--- src/rtl/edge_detect_pkg.sv ---
// Shared types for the multi-channel edge detector.
// edge_mode_t selects which filtered transitions count as qualified edges.
package edge_detect_pkg;

  typedef enum logic [1:0] {
    EDGE_OFF  = 2'b00,
    EDGE_RISE = 2'b01,
    EDGE_FALL = 2'b10,
    EDGE_BOTH = 2'b11
  } edge_mode_t;

  function automatic logic mode_qualify(input edge_mode_t m, input logic r, input logic f);
    return (r && (m == EDGE_RISE || m == EDGE_BOTH)) ||
           (f && (m == EDGE_FALL || m == EDGE_BOTH));
  endfunction

endpackage

--- src/rtl/edge_detect_ch.sv ---
// One channel: synchroniser, glitch filter, registered edge pulses and a
// saturating qualified-edge counter.
module edge_detect_ch
  import edge_detect_pkg::*;
#(
  parameter int   SYNC_STAGES = 2,
  parameter int   FILTER_LEN  = 1,
  parameter logic IDLE_VAL    = 1'b1,
  parameter int   CNT_W       = 8
) (
  input  logic             clk,
  input  logic             rst,
  input  logic             din,
  input  edge_mode_t       mode,
  input  logic             cnt_clr,
  output logic             level,
  output logic             rise,
  output logic             fall,
  output logic             edge_pulse,
  output logic [CNT_W-1:0] edge_cnt,
  output logic             cnt_sat
);

  localparam int             FW      = $clog2(FILTER_LEN) + 1;
  localparam logic [FW-1:0]  FILT_TC = FW'(FILTER_LEN - 1);
  localparam logic [CNT_W-1:0] CNT_MAX = '1;

  logic [SYNC_STAGES-1:0] sync_q;
  logic [FW-1:0]          filt_cnt;
  logic                   sync_out;
  logic                   differ;
  logic                   flip;

  assign sync_out = sync_q[SYNC_STAGES-1];
  assign differ   = (sync_out != level);
  assign flip     = differ && (filt_cnt == FILT_TC);

  // Resetting the chain to the idle level keeps reset release edge-free.
  always_ff @(posedge clk or posedge rst) begin
    if (rst) begin
      sync_q <= {SYNC_STAGES{IDLE_VAL}};
    end else begin
      sync_q[0] <= din;
      for (int i = 1; i < SYNC_STAGES; i++) begin
        sync_q[i] <= sync_q[i-1];
      end
    end
  end

  always_ff @(posedge clk or posedge rst) begin
    if (rst) begin
      level      <= IDLE_VAL;
      filt_cnt   <= '0;
      rise       <= 1'b0;
      fall       <= 1'b0;
      edge_pulse <= 1'b0;
    end else begin
      if (!differ || flip) begin
        filt_cnt <= '0;
      end else begin
        filt_cnt <= filt_cnt + 1'b1;
      end
      if (flip) begin
        level <= sync_out;
      end
      rise       <= flip && sync_out;
      fall       <= flip && !sync_out;
      edge_pulse <= mode_qualify(mode, flip && sync_out, flip && !sync_out);
    end
  end

  // Clear takes priority over a coincident pulse; the counter never wraps.
  always_ff @(posedge clk or posedge rst) begin
    if (rst) begin
      edge_cnt <= '0;
      cnt_sat  <= 1'b0;
    end else if (cnt_clr) begin
      edge_cnt <= '0;
      cnt_sat  <= 1'b0;
    end else if (edge_pulse && (edge_cnt != CNT_MAX)) begin
      edge_cnt <= edge_cnt + 1'b1;
      if (edge_cnt == CNT_MAX - 1'b1) begin
        cnt_sat <= 1'b1;
      end
    end
  end

endmodule

--- src/rtl/edge_detect_multi.sv ---
// Multi-channel edge detector: one edge_detect_ch per line input, with the
// packed mode and counter buses sliced per channel.
module edge_detect_multi
  import edge_detect_pkg::*;
#(
  parameter int                NUM_CH      = 2,
  parameter int                SYNC_STAGES = 2,
  parameter int                FILTER_LEN  = 1,
  parameter logic [NUM_CH-1:0] IDLE_VAL    = {NUM_CH{1'b1}},
  parameter int                CNT_W       = 8
) (
  input  logic                    clk,
  input  logic                    rst,
  input  logic [NUM_CH-1:0]       din,
  input  logic [2*NUM_CH-1:0]     mode,
  input  logic                    cnt_clr,
  output logic [NUM_CH-1:0]       level,
  output logic [NUM_CH-1:0]       rise,
  output logic [NUM_CH-1:0]       fall,
  output logic [NUM_CH-1:0]       edge_pulse,
  output logic [NUM_CH*CNT_W-1:0] edge_cnt,
  output logic [NUM_CH-1:0]       cnt_sat
);

  for (genvar i = 0; i < NUM_CH; i++) begin : g_ch
    edge_detect_ch #(
      .SYNC_STAGES (SYNC_STAGES),
      .FILTER_LEN  (FILTER_LEN),
      .IDLE_VAL    (IDLE_VAL[i]),
      .CNT_W       (CNT_W)
    ) u_ch (
      .clk        (clk),
      .rst        (rst),
      .din        (din[i]),
      .mode       (edge_mode_t'(mode[2*i +: 2])),
      .cnt_clr    (cnt_clr),
      .level      (level[i]),
      .rise       (rise[i]),
      .fall       (fall[i]),
      .edge_pulse (edge_pulse[i]),
      .edge_cnt   (edge_cnt[CNT_W*i +: CNT_W]),
      .cnt_sat    (cnt_sat[i])
    );
  end

endmodule
--- config.mk ---
export PLATFORM = sky130hd
export DESIGN_NAME = edge_detect_multi
export DESIGN_NICKNAME = d
export VERILOG_FILES = /design/src/rtl/edge_detect_pkg.sv /design/src/rtl/edge_detect_ch.sv /design/src/rtl/edge_detect_multi.sv
export SDC_FILE = /design/constraint.sdc
export NUM_CORES = 1
export LEC_CHECK = 0
export BUFFER_PORTS_ARGS = -buffer_cell sky130_fd_sc_hd__buf_4
export CAP_MARGIN = 20
export CORE_UTILIZATION = 45
export CTS_CLUSTER_DIAMETER = 100
export DETAILED_ROUTE_END_ITERATION = 7
export PLACE_DENSITY_LB_ADDON = 0.12
export SLEW_MARGIN = 20
export SYNTH_ARGS = -nofsm -noshare
export SYNTH_HDL_FRONTEND = slang
export SYNTH_SLANG_ARGS = --single-unit
--- constraint.sdc ---
create_clock -name clk -period 2.6 [get_ports clk]
set_input_delay 0.39 -clock clk [delete_from_list [all_inputs] [get_ports clk]]
set_output_delay 0.39 -clock clk [all_outputs]
set_load 0.01 [all_outputs]
* Yosys cells after proc, flatten, opt, wreduce, memory -nomap -nowiden *
Cells that the tools add are included.

word-level totals
  output and inout bits = 26
  RAM bits = 0
  memories kept = 0
  latch bits = 0
  register bits = 32
  word-level logic and storage cells = 76
  ROM bits = 0

operators by class
  equal/unequal tests = 12
  mux-type cells = 12
  $mul = 0
  add/sub/neg operators = 4
  order comparisons = 0
  bitwise logic cells = 2
  reductions and logical operators = 30
  shift-type cells = 0
  divide/modulo/power cells = 0

operators with widths
  cell                   number
  $mux W8                4
  $add A8 B1 Y8 const B  2
  $eq A8 B8 Y1 const B   2
  $ne A8 B8 Y1 const B   2
  $logic_and A1 B1 Y1    12
  $eq A2 B2 Y1 const B   4
  $logic_or A1 B1 Y1     8
  $mux W1                8
  $reduce_bool A2 Y1     4
  $eq A2 B1 Y1 const B   2
  $logic_not A1 Y1       4
  $reduce_and A2 Y1      2
  $add A1 B1 Y1 const B  2
  $ne A1 B1 Y1           2
  $not A1 Y1             2

* Depth between registers and ports, before layout *
Gate-level depths: netlist of the first run.

  depth in word-level cells = 5
  depth in mapped cells = 5
  depth with buffers taken out = 4

* Modules after synthesis *
From an unflattened synthesis of the first run, not the netlist that was laid out.

unflattened totals
  cell total of the unflattened synthesis = 140
  area total of the unflattened synthesis = 1582.8 um2

modules (own cells, without submodules)
  module                          sequential area each (um2)  area each (um2)  cells an instance  instances
  edge_detect_ch at g_ch[0].u_ch  404.1                       820.8            72                 1
  edge_detect_ch at g_ch[1].u_ch  404.1                       762.0            68                 1

* Least setup slack after synthesis of the first run *
OpenSTA, ideal clock, no wires.

  kind = register -> register
  start = reg g_ch[1].u_ch.edge_cnt[0]
  end = reg g_ch[1].u_ch.edge_cnt[5]
  clock period less this slack = 1669 ps
  stages on the path, launching flop included = 6
  path slack = 931 ps
  arrival time = 1544 ps
  cell sequence = dfrtp_1 ha_1 and3_1 buf_2 a211oi_1 mux2_2

on the way
  word-level cells in the longest chain between the ends = 3
  elaborated cells between the ends (all ways) = 6
  those cells by class = 1 x add/sub; 1 x eq/ne; 2 x mux; 2 x reduce/logical

RTL lines
  what                                                   RTL line                                    text
  start, declared                                        edge_detect_ch.sv:20                        output logic [CNT_W-1:0] edge_cnt,
  start signal, assigned                                 edge_detect_ch.sv:81                        edge_cnt <= edge_cnt + 1'b1;
  $add A8 B1 Y8 / $ne A8 B8 Y1 (equally long branches)   edge_detect_ch.sv:81, edge_detect_ch.sv:80
  $mux W8 / $logic_and A1 B1 Y1 (equally long branches)  edge_detect_ch.sv:80                        end else if (edge_pulse && (edge_cnt != CNT_MAX)) begin
  $mux W8 / $reduce_bool A2 Y1 (equally long branches)   -

Parallel ways exist; a longest one is shown, timed or not. The select of a mux whose other input is x is not followed.
A chain may end at the register's enable or synchronous reset.

* Final worst setup path of the first run *
  start = reg g_ch[1].u_ch.edge_cnt[0]
  end = reg g_ch[1].u_ch.edge_cnt[0]

Same word-level chain as after synthesis.

==> results of run 1 <==
## Yosys cell counts (3+ instances only)
| library cell | instances |
|---|---|
| nor3b_1 | 3 |
| a31oi_1 | 4 |
| a211oi_1 | 5 |
| dfstp_2 | 6 |
| a21oi_1 | 5 |
| dfrtp_1 | 26 |
| nand3_1 | 5 |
| and3_1 | 5 |
| nand2_1 | 4 |
| ha_1 | 4 |
| nor2b_1 | 5 |
| a41oi_1 | 3 |
| and4_1 | 3 |
| and4b_1 | 3 |
| mux2_2 | 7 |
| inv_1 | 7 |
| nor2_1 | 11 |
| buf_4 | 10 |
| nor3_1 | 4 |
## through the flow
step	hold slack [ns]	utilization (%)	cell area, um^2	setup slack, ns	cells
2_1_floorplan	0.345	-	1580	0.931	141
3_3_place_gp	0.348	54.1	1810	0.974	208
3_5_place_dp	0.349	54.1	1810	0.934	208
4_1_cts	0.146	56.1	1870	0.918	215
5_1_grt	0.132	56.1	1870	0.840	215
6_report	0.166	56.1	1870	0.929	215
## cell type report
class                   count  area, um^2  area share (%)
clock buffers               7        65.1            3.48
inverters                   7        26.3            1.40
well taps                  46        57.6            3.08
flip-flops and latches     32         808            43.2
repair buffers             36         270            14.4
multi-input cells          87         643            34.4
## registers in the layout (all words and copies together), names as in the netlist
| signal | count |
|---|---|
| g_ch.u_ch.level | 2 |
| g_ch.u_ch.cnt_sat | 2 |
| g_ch.u_ch.edge_pulse | 2 |
| g_ch.u_ch.rise | 2 |
| g_ch.u_ch.sync_q | 4 |
| g_ch.u_ch.edge_cnt | 16 |
| g_ch.u_ch.filt_cnt | 2 |
| g_ch.u_ch.fall | 2 |
## layer usage
metal,part of all wire (%),vias up,global-route usage (%),wire [um]
li1,-,556,-,-
met1,46,540,22.4,1260
met2,48,24,24.4,1330
met3,4.1,6,6.30,113
met4,1.6,0,7.14,43
met5,0,-,0,0
## power breakdown
group,internal (mW),switching (mW)
sequential,0.517,0.0147
combinational,0.0356,0.0353
clock,0.153,0.164
## worst max-delay path, stage by stage, from the launching register on
cell and delay (ns):
dfrtp_1 0.44, ha_1 0.26, and3_1 0.27, a21boi_1 0.24, mux2_2 0.36
## logic make-up (layout without fill, tap and decap cells)
family                     Yosys count  after routing
AOI/OAI and AO/OA                   25             25
adders and majority gates            4              4
buffers and inverters               22             50
DFF                                 32             32
muxes                                8              8
other                                1              2
and+or+nand+nor                     48             48
## worst paths after layout
path,startpoint,to,depth (start not counted),slack [ns]
max in group asynchronous,rst,g_ch[0].u_ch.fall,3,1.75
min reg2reg,g_ch[0].u_ch.sync_q[0],g_ch[0].u_ch.sync_q[1],0,0.36
min in group asynchronous,rst,g_ch[0].u_ch.cnt_sat,2,0.23
min,din[0],g_ch[0].u_ch.sync_q[0],1,0.17
max,g_ch[1].u_ch.edge_cnt[0],g_ch[1].u_ch.edge_cnt[0],4,0.93
max reg2reg,g_ch[1].u_ch.edge_cnt[0],g_ch[1].u_ch.edge_cnt[0],4,0.93
==> impl_metrics.tcl, run 1 <==
set metrics [dict create \
    final_common_cell "buf_4" \
    synthCells 140 \
    vdd.ir_drop.worst_v 0.000322 \
    critical_path.max_fanout 8 \
    synth_area_per_cell_um2 11.3 \
    die_area_um2 3750 \
    nets 182 \
    arrival_ns 1.89 \
    cap_viol_max_count 0 \
    place.gp.congestion 0.793 \
    placementRows 21 \
    async_flop_share_pct 100 \
    synthMuxAreaShare_pct 5.71 \
    fin_setup_tns_ns 0 \
    synth_compound_area_share_pct 12.5 \
    insertion_delay_ns 0.33 \
    worst_setup_path_end_kind "flop" \
    grt_antenna_before_repair 0 \
    grt_remaining_overflow 0 \
    required_ns 2.81 \
    post-route-drc-count 0 \
    die_y_um 61.2 \
    track_usage_pct 16.8 \
    relSlewSlack_pct 43.0 \
    dp_hpwl_um 1970 \
    ys_top_cells_by_area "dfrtp_1 41%, dfstp_2 10%, mux2_2 5.0%, buf_4 4.8%, ha_1 3.2%" \
    grt_max_degree 26 \
    power_density_nw_per_um2 492 \
    synth_xor_area_share_pct 0 \
    synth_cell_types 35 \
    post-route-period-util_pct 64.3 \
    synth-seq-cells 32 \
    hold_buffers 0 \
    setup-violations-final 0 \
    clock_path_buffers 2 \
    wl_um 2740 \
    drt-pass1-iter-count 4 \
    hold_violations 0 \
    clk_pin_slew_ns 0.09 \
    tightest_slew_ns 0.855 \
    via_per_inst 5.24 \
    hold_path.class "input pin to flop" \
    netlist_area_um2 1580 \
    root_buffer "clkbuf_4" \
    diodes 0 \
    grt_pass1_vias 973 \
    synth_flop_cell "dfrtp_1" \
    start_util_pct 47.3 \
    yosys.area_share.simple_pct 18.9 \
    syn_to_final_growth_pct 18.6 \
    cts_resized 0 \
    start_kind "flop" \
    ys_seq_area_share_pct 51.2 \
    wl_per_cell_um 12.8 \
    cts.sinks 32 \
    synth_top_family_by_area "simple AND/OR/NAND/NOR gates" \
    report.final.slew_viol_count 0 \
    totalPowerFinal_uw 921 \
    synth_fa_ha_area_share_pct 3.17 \
    n_fill_cell 299 \
    clock_skew_ns 0.00927 \
    cts_tree "built" \
    status "finished, final reports clean" \
    die_x_um 61.2 \
    synth_warnings 0 \
    synth_edf_count 0 \
    synth_top_area_share_pct 41.2 \
    grt_pass1_wl_um 4490 \
    rsz0062_at_grt "no" \
    cts_htree_levels 2 \
    min_period_ns 1.67 \
    final_antenna_net_count 0 \
    port_buffers 34 \
    drive_above_1_share_pct 34.9 \
    drt_iter0_markers 59 \
    final_cell_mix "36 x buf_4, 26 x dfrtp_1, 11 x nor2_1, 7 x inv_1, 7 x mux2_2" \
    pin_count 35 \
    numCtsBuffers 5 \
    p_leak_nw 0.904 \
    fp.coreArea_um2 3340 \
    synth.largest_area_cell "dfrtp_1" \
    dr_total_vias 1126 \
    max_freq_mhz 598 \
    path_class "flop to flop" \
    post_cts_buffers 0 \
]
Note: power is estimated with default switching activity, not from simulation.
==> run 2, diff against run 1 <==
==> constraint.sdc (replaced) <==
create_clock -name clk -period 1.5 [get_ports clk]
set_input_delay 0.225 -clock clk [delete_from_list [all_inputs] [get_ports clk]]
set_output_delay 0.225 -clock clk [all_outputs]
set_load 0.01 [all_outputs]
==> impl_metrics.tcl, run 2 (same netlist as run 1, synthesis figures left out) <==
set metrics [dict create \
    status "finished, final reports clean" \
    drt_iter0_markers 36 \
    die_x_um 61.2 \
    rsz0062_at_grt "yes" \
    insertion_delay_ns 0.33 \
    power_density_nw_per_um2 826 \
    swShare_pct 22.4 \
    largest_reg_flops 16 \
    r2r_slack_ns 0.06 \
    cap_viol_max_count 0 \
    cts_tree "built" \
    numCtsBuffers 5 \
    arrival_ns 1.65 \
    grt_pass1_wl_um 4930 \
    hold_violations 0 \
    post-route-drc-count 0 \
    clock_skew_ns 0.0148 \
    top_register "g_ch.u_ch.edge_cnt" \
    setup-violations-final 0 \
    wl_per_cell_um 12.8 \
    reg_top3 "g_ch.u_ch.edge_cnt x16, g_ch.u_ch.sync_q x4" \
    p_sw_uw 382 \
    worst_setup_path_end_kind "flop" \
    fin_setup_tns_ns 0 \
    seqPwrFrac_pct 54.1 \
    placementRows 21 \
    p_leak_nw 0.985 \
    required_ns 1.71 \
    grt_remaining_overflow 0 \
    path_class "flop to flop" \
    place.gp.congestion 0.821 \
    nets 198 \
    max_freq_mhz 694 \
    syn_to_final_growth_pct 30.8 \
    cts_htree_levels 2 \
    critical_path.max_fanout 8 \
    report.final.slew_viol_count 0 \
    clk_pin_slew_ns 0.09 \
    track_usage_pct 18.1 \
    min_period_ns 1.44 \
    hold_path.class "input pin to flop" \
    drt-pass1-iter-count 4 \
    pin_count 35 \
    die_area_um2 3750 \
    start_util_pct 47.3 \
    dr_total_vias 1197 \
    internal_power_mw 1.32 \
    fp.coreArea_um2 3340 \
    grt_antenna_before_repair 0 \
    p_clk_share_pct 37.4 \
    port_buffers 34 \
    via_per_inst 5.16 \
    root_buffer "clkbuf_4" \
    vdd.ir_drop.worst_v 0.000666 \
    cts.sinks 32 \
    clock_path_buffers 2 \
    diodes 0 \
    final_common_cell "buf_4" \
    final_cell_mix "49 x buf_4, 23 x dfrtp_1, 11 x nor2_1, 7 x inv_1, 6 x dfstp_2" \
    start_kind "flop" \
    grt_pass1_vias 1149 \
    grt_max_degree 33 \
    post-route-period-util_pct 96.0 \
    drive_above_1_share_pct 43.0 \
    wl_um 2980 \
    combPwrFrac_pct 8.5 \
    dp_hpwl_um 2170 \
    die_y_um 61.2 \
    setup_ws_ns 0.0593 \
    final_antenna_net_count 0 \
    place_ws_ns 0.0267 \
]
[run 2: changes by cell type in the layout (fill, tap and decap cells not counted), sizes merged]
cell         change
clkbuf           -1
dlygate4sd3      +3
bufinv           +1
clkinv           +1
buf             +13
[run 2: area by class of cell]
cell class | instances | area, um^2
clock inverters | 2 | 35.0
repair buffers | 52 | 398
fillers | 300 | 1270
flip-flops and latches | 32 | 812
well taps | 46 | 57.6
multi-input cells | 87 | 693
inverters | 7 | 26.3
clock buffers | 6 | 41.3
[run 2: worst max-delay path: stages (launching register included)]
cell and delay, ns:
dfrtp_2 0.43, ha_4 0.17, and3_4 0.21, a211oi_2 0.21, mux2_4 0.31
[run 2: final timing paths]
path / cells past startpoint / startpoint / end
worst max-delay path: 4 / g_ch[1].u_ch.edge_cnt[1] / g_ch[1].u_ch.edge_cnt[5]
worst min-delay path: 2 / mode[1] / g_ch[0].u_ch.edge_pulse
worst max register to register: 4 / g_ch[1].u_ch.edge_cnt[1] / g_ch[1].u_ch.edge_cnt[5]
worst min register to register: 0 / g_ch[0].u_ch.sync_q[0] / g_ch[0].u_ch.sync_q[1]
max in group asynchronous: 4 / rst / g_ch[1].u_ch.sync_q[0]
min in group asynchronous: 4 / rst / g_ch[0].u_ch.edge_cnt[2]
[run 2: repair_timing]
action,CTS,global route
buffers inserted,0,0
endpoints found under the hold margin,28,0
endpoints found under the setup margin,0,5
gates resized for setup,0,2
hold buffers,3,0
[run 2: per-layer routing]
metal	vias to the layer above	share of wire [%]	track usage, %
li1	580	-	-
met1	584	44	21.9
met2	28	51	31.4
met3	5	3.7	3.78
met4	0	1.5	7.79
met5	-	0	0
[run 2: stage by stage]
| stage | hold WS [ns] | total power [mW] | util, % | instances | area (um^2) |
|---|---|---|---|---|---|
| 6_report | 0.120 | 1.70 | 61.8 | 232 | 2060 |
| 5_1_grt | 0.116 | 1.78 | 61.8 | 232 | 2060 |
| 4_1_cts | 0.102 | 1.73 | 61.5 | 232 | 2050 |
| 3_5_place_dp | 0.338 | 1.08 | 58.3 | 221 | 1950 |
| 3_3_place_gp | 0.334 | 1.07 | 58.3 | 221 | 1950 |
| 2_1_floorplan | 0.229 | 1.02 | - | 141 | 1630 |
[run 2: power groups by stage]
stage,logic [mW],registers [mW],clock network (mW)
global placement,0.137,0.934,0
finish,0.145,0.922,0.638
global route,0.160,0.926,0.694
CTS,0.148,0.921,0.657
floorplan,0.0870,0.935,0
detailed placement,0.142,0.937,0
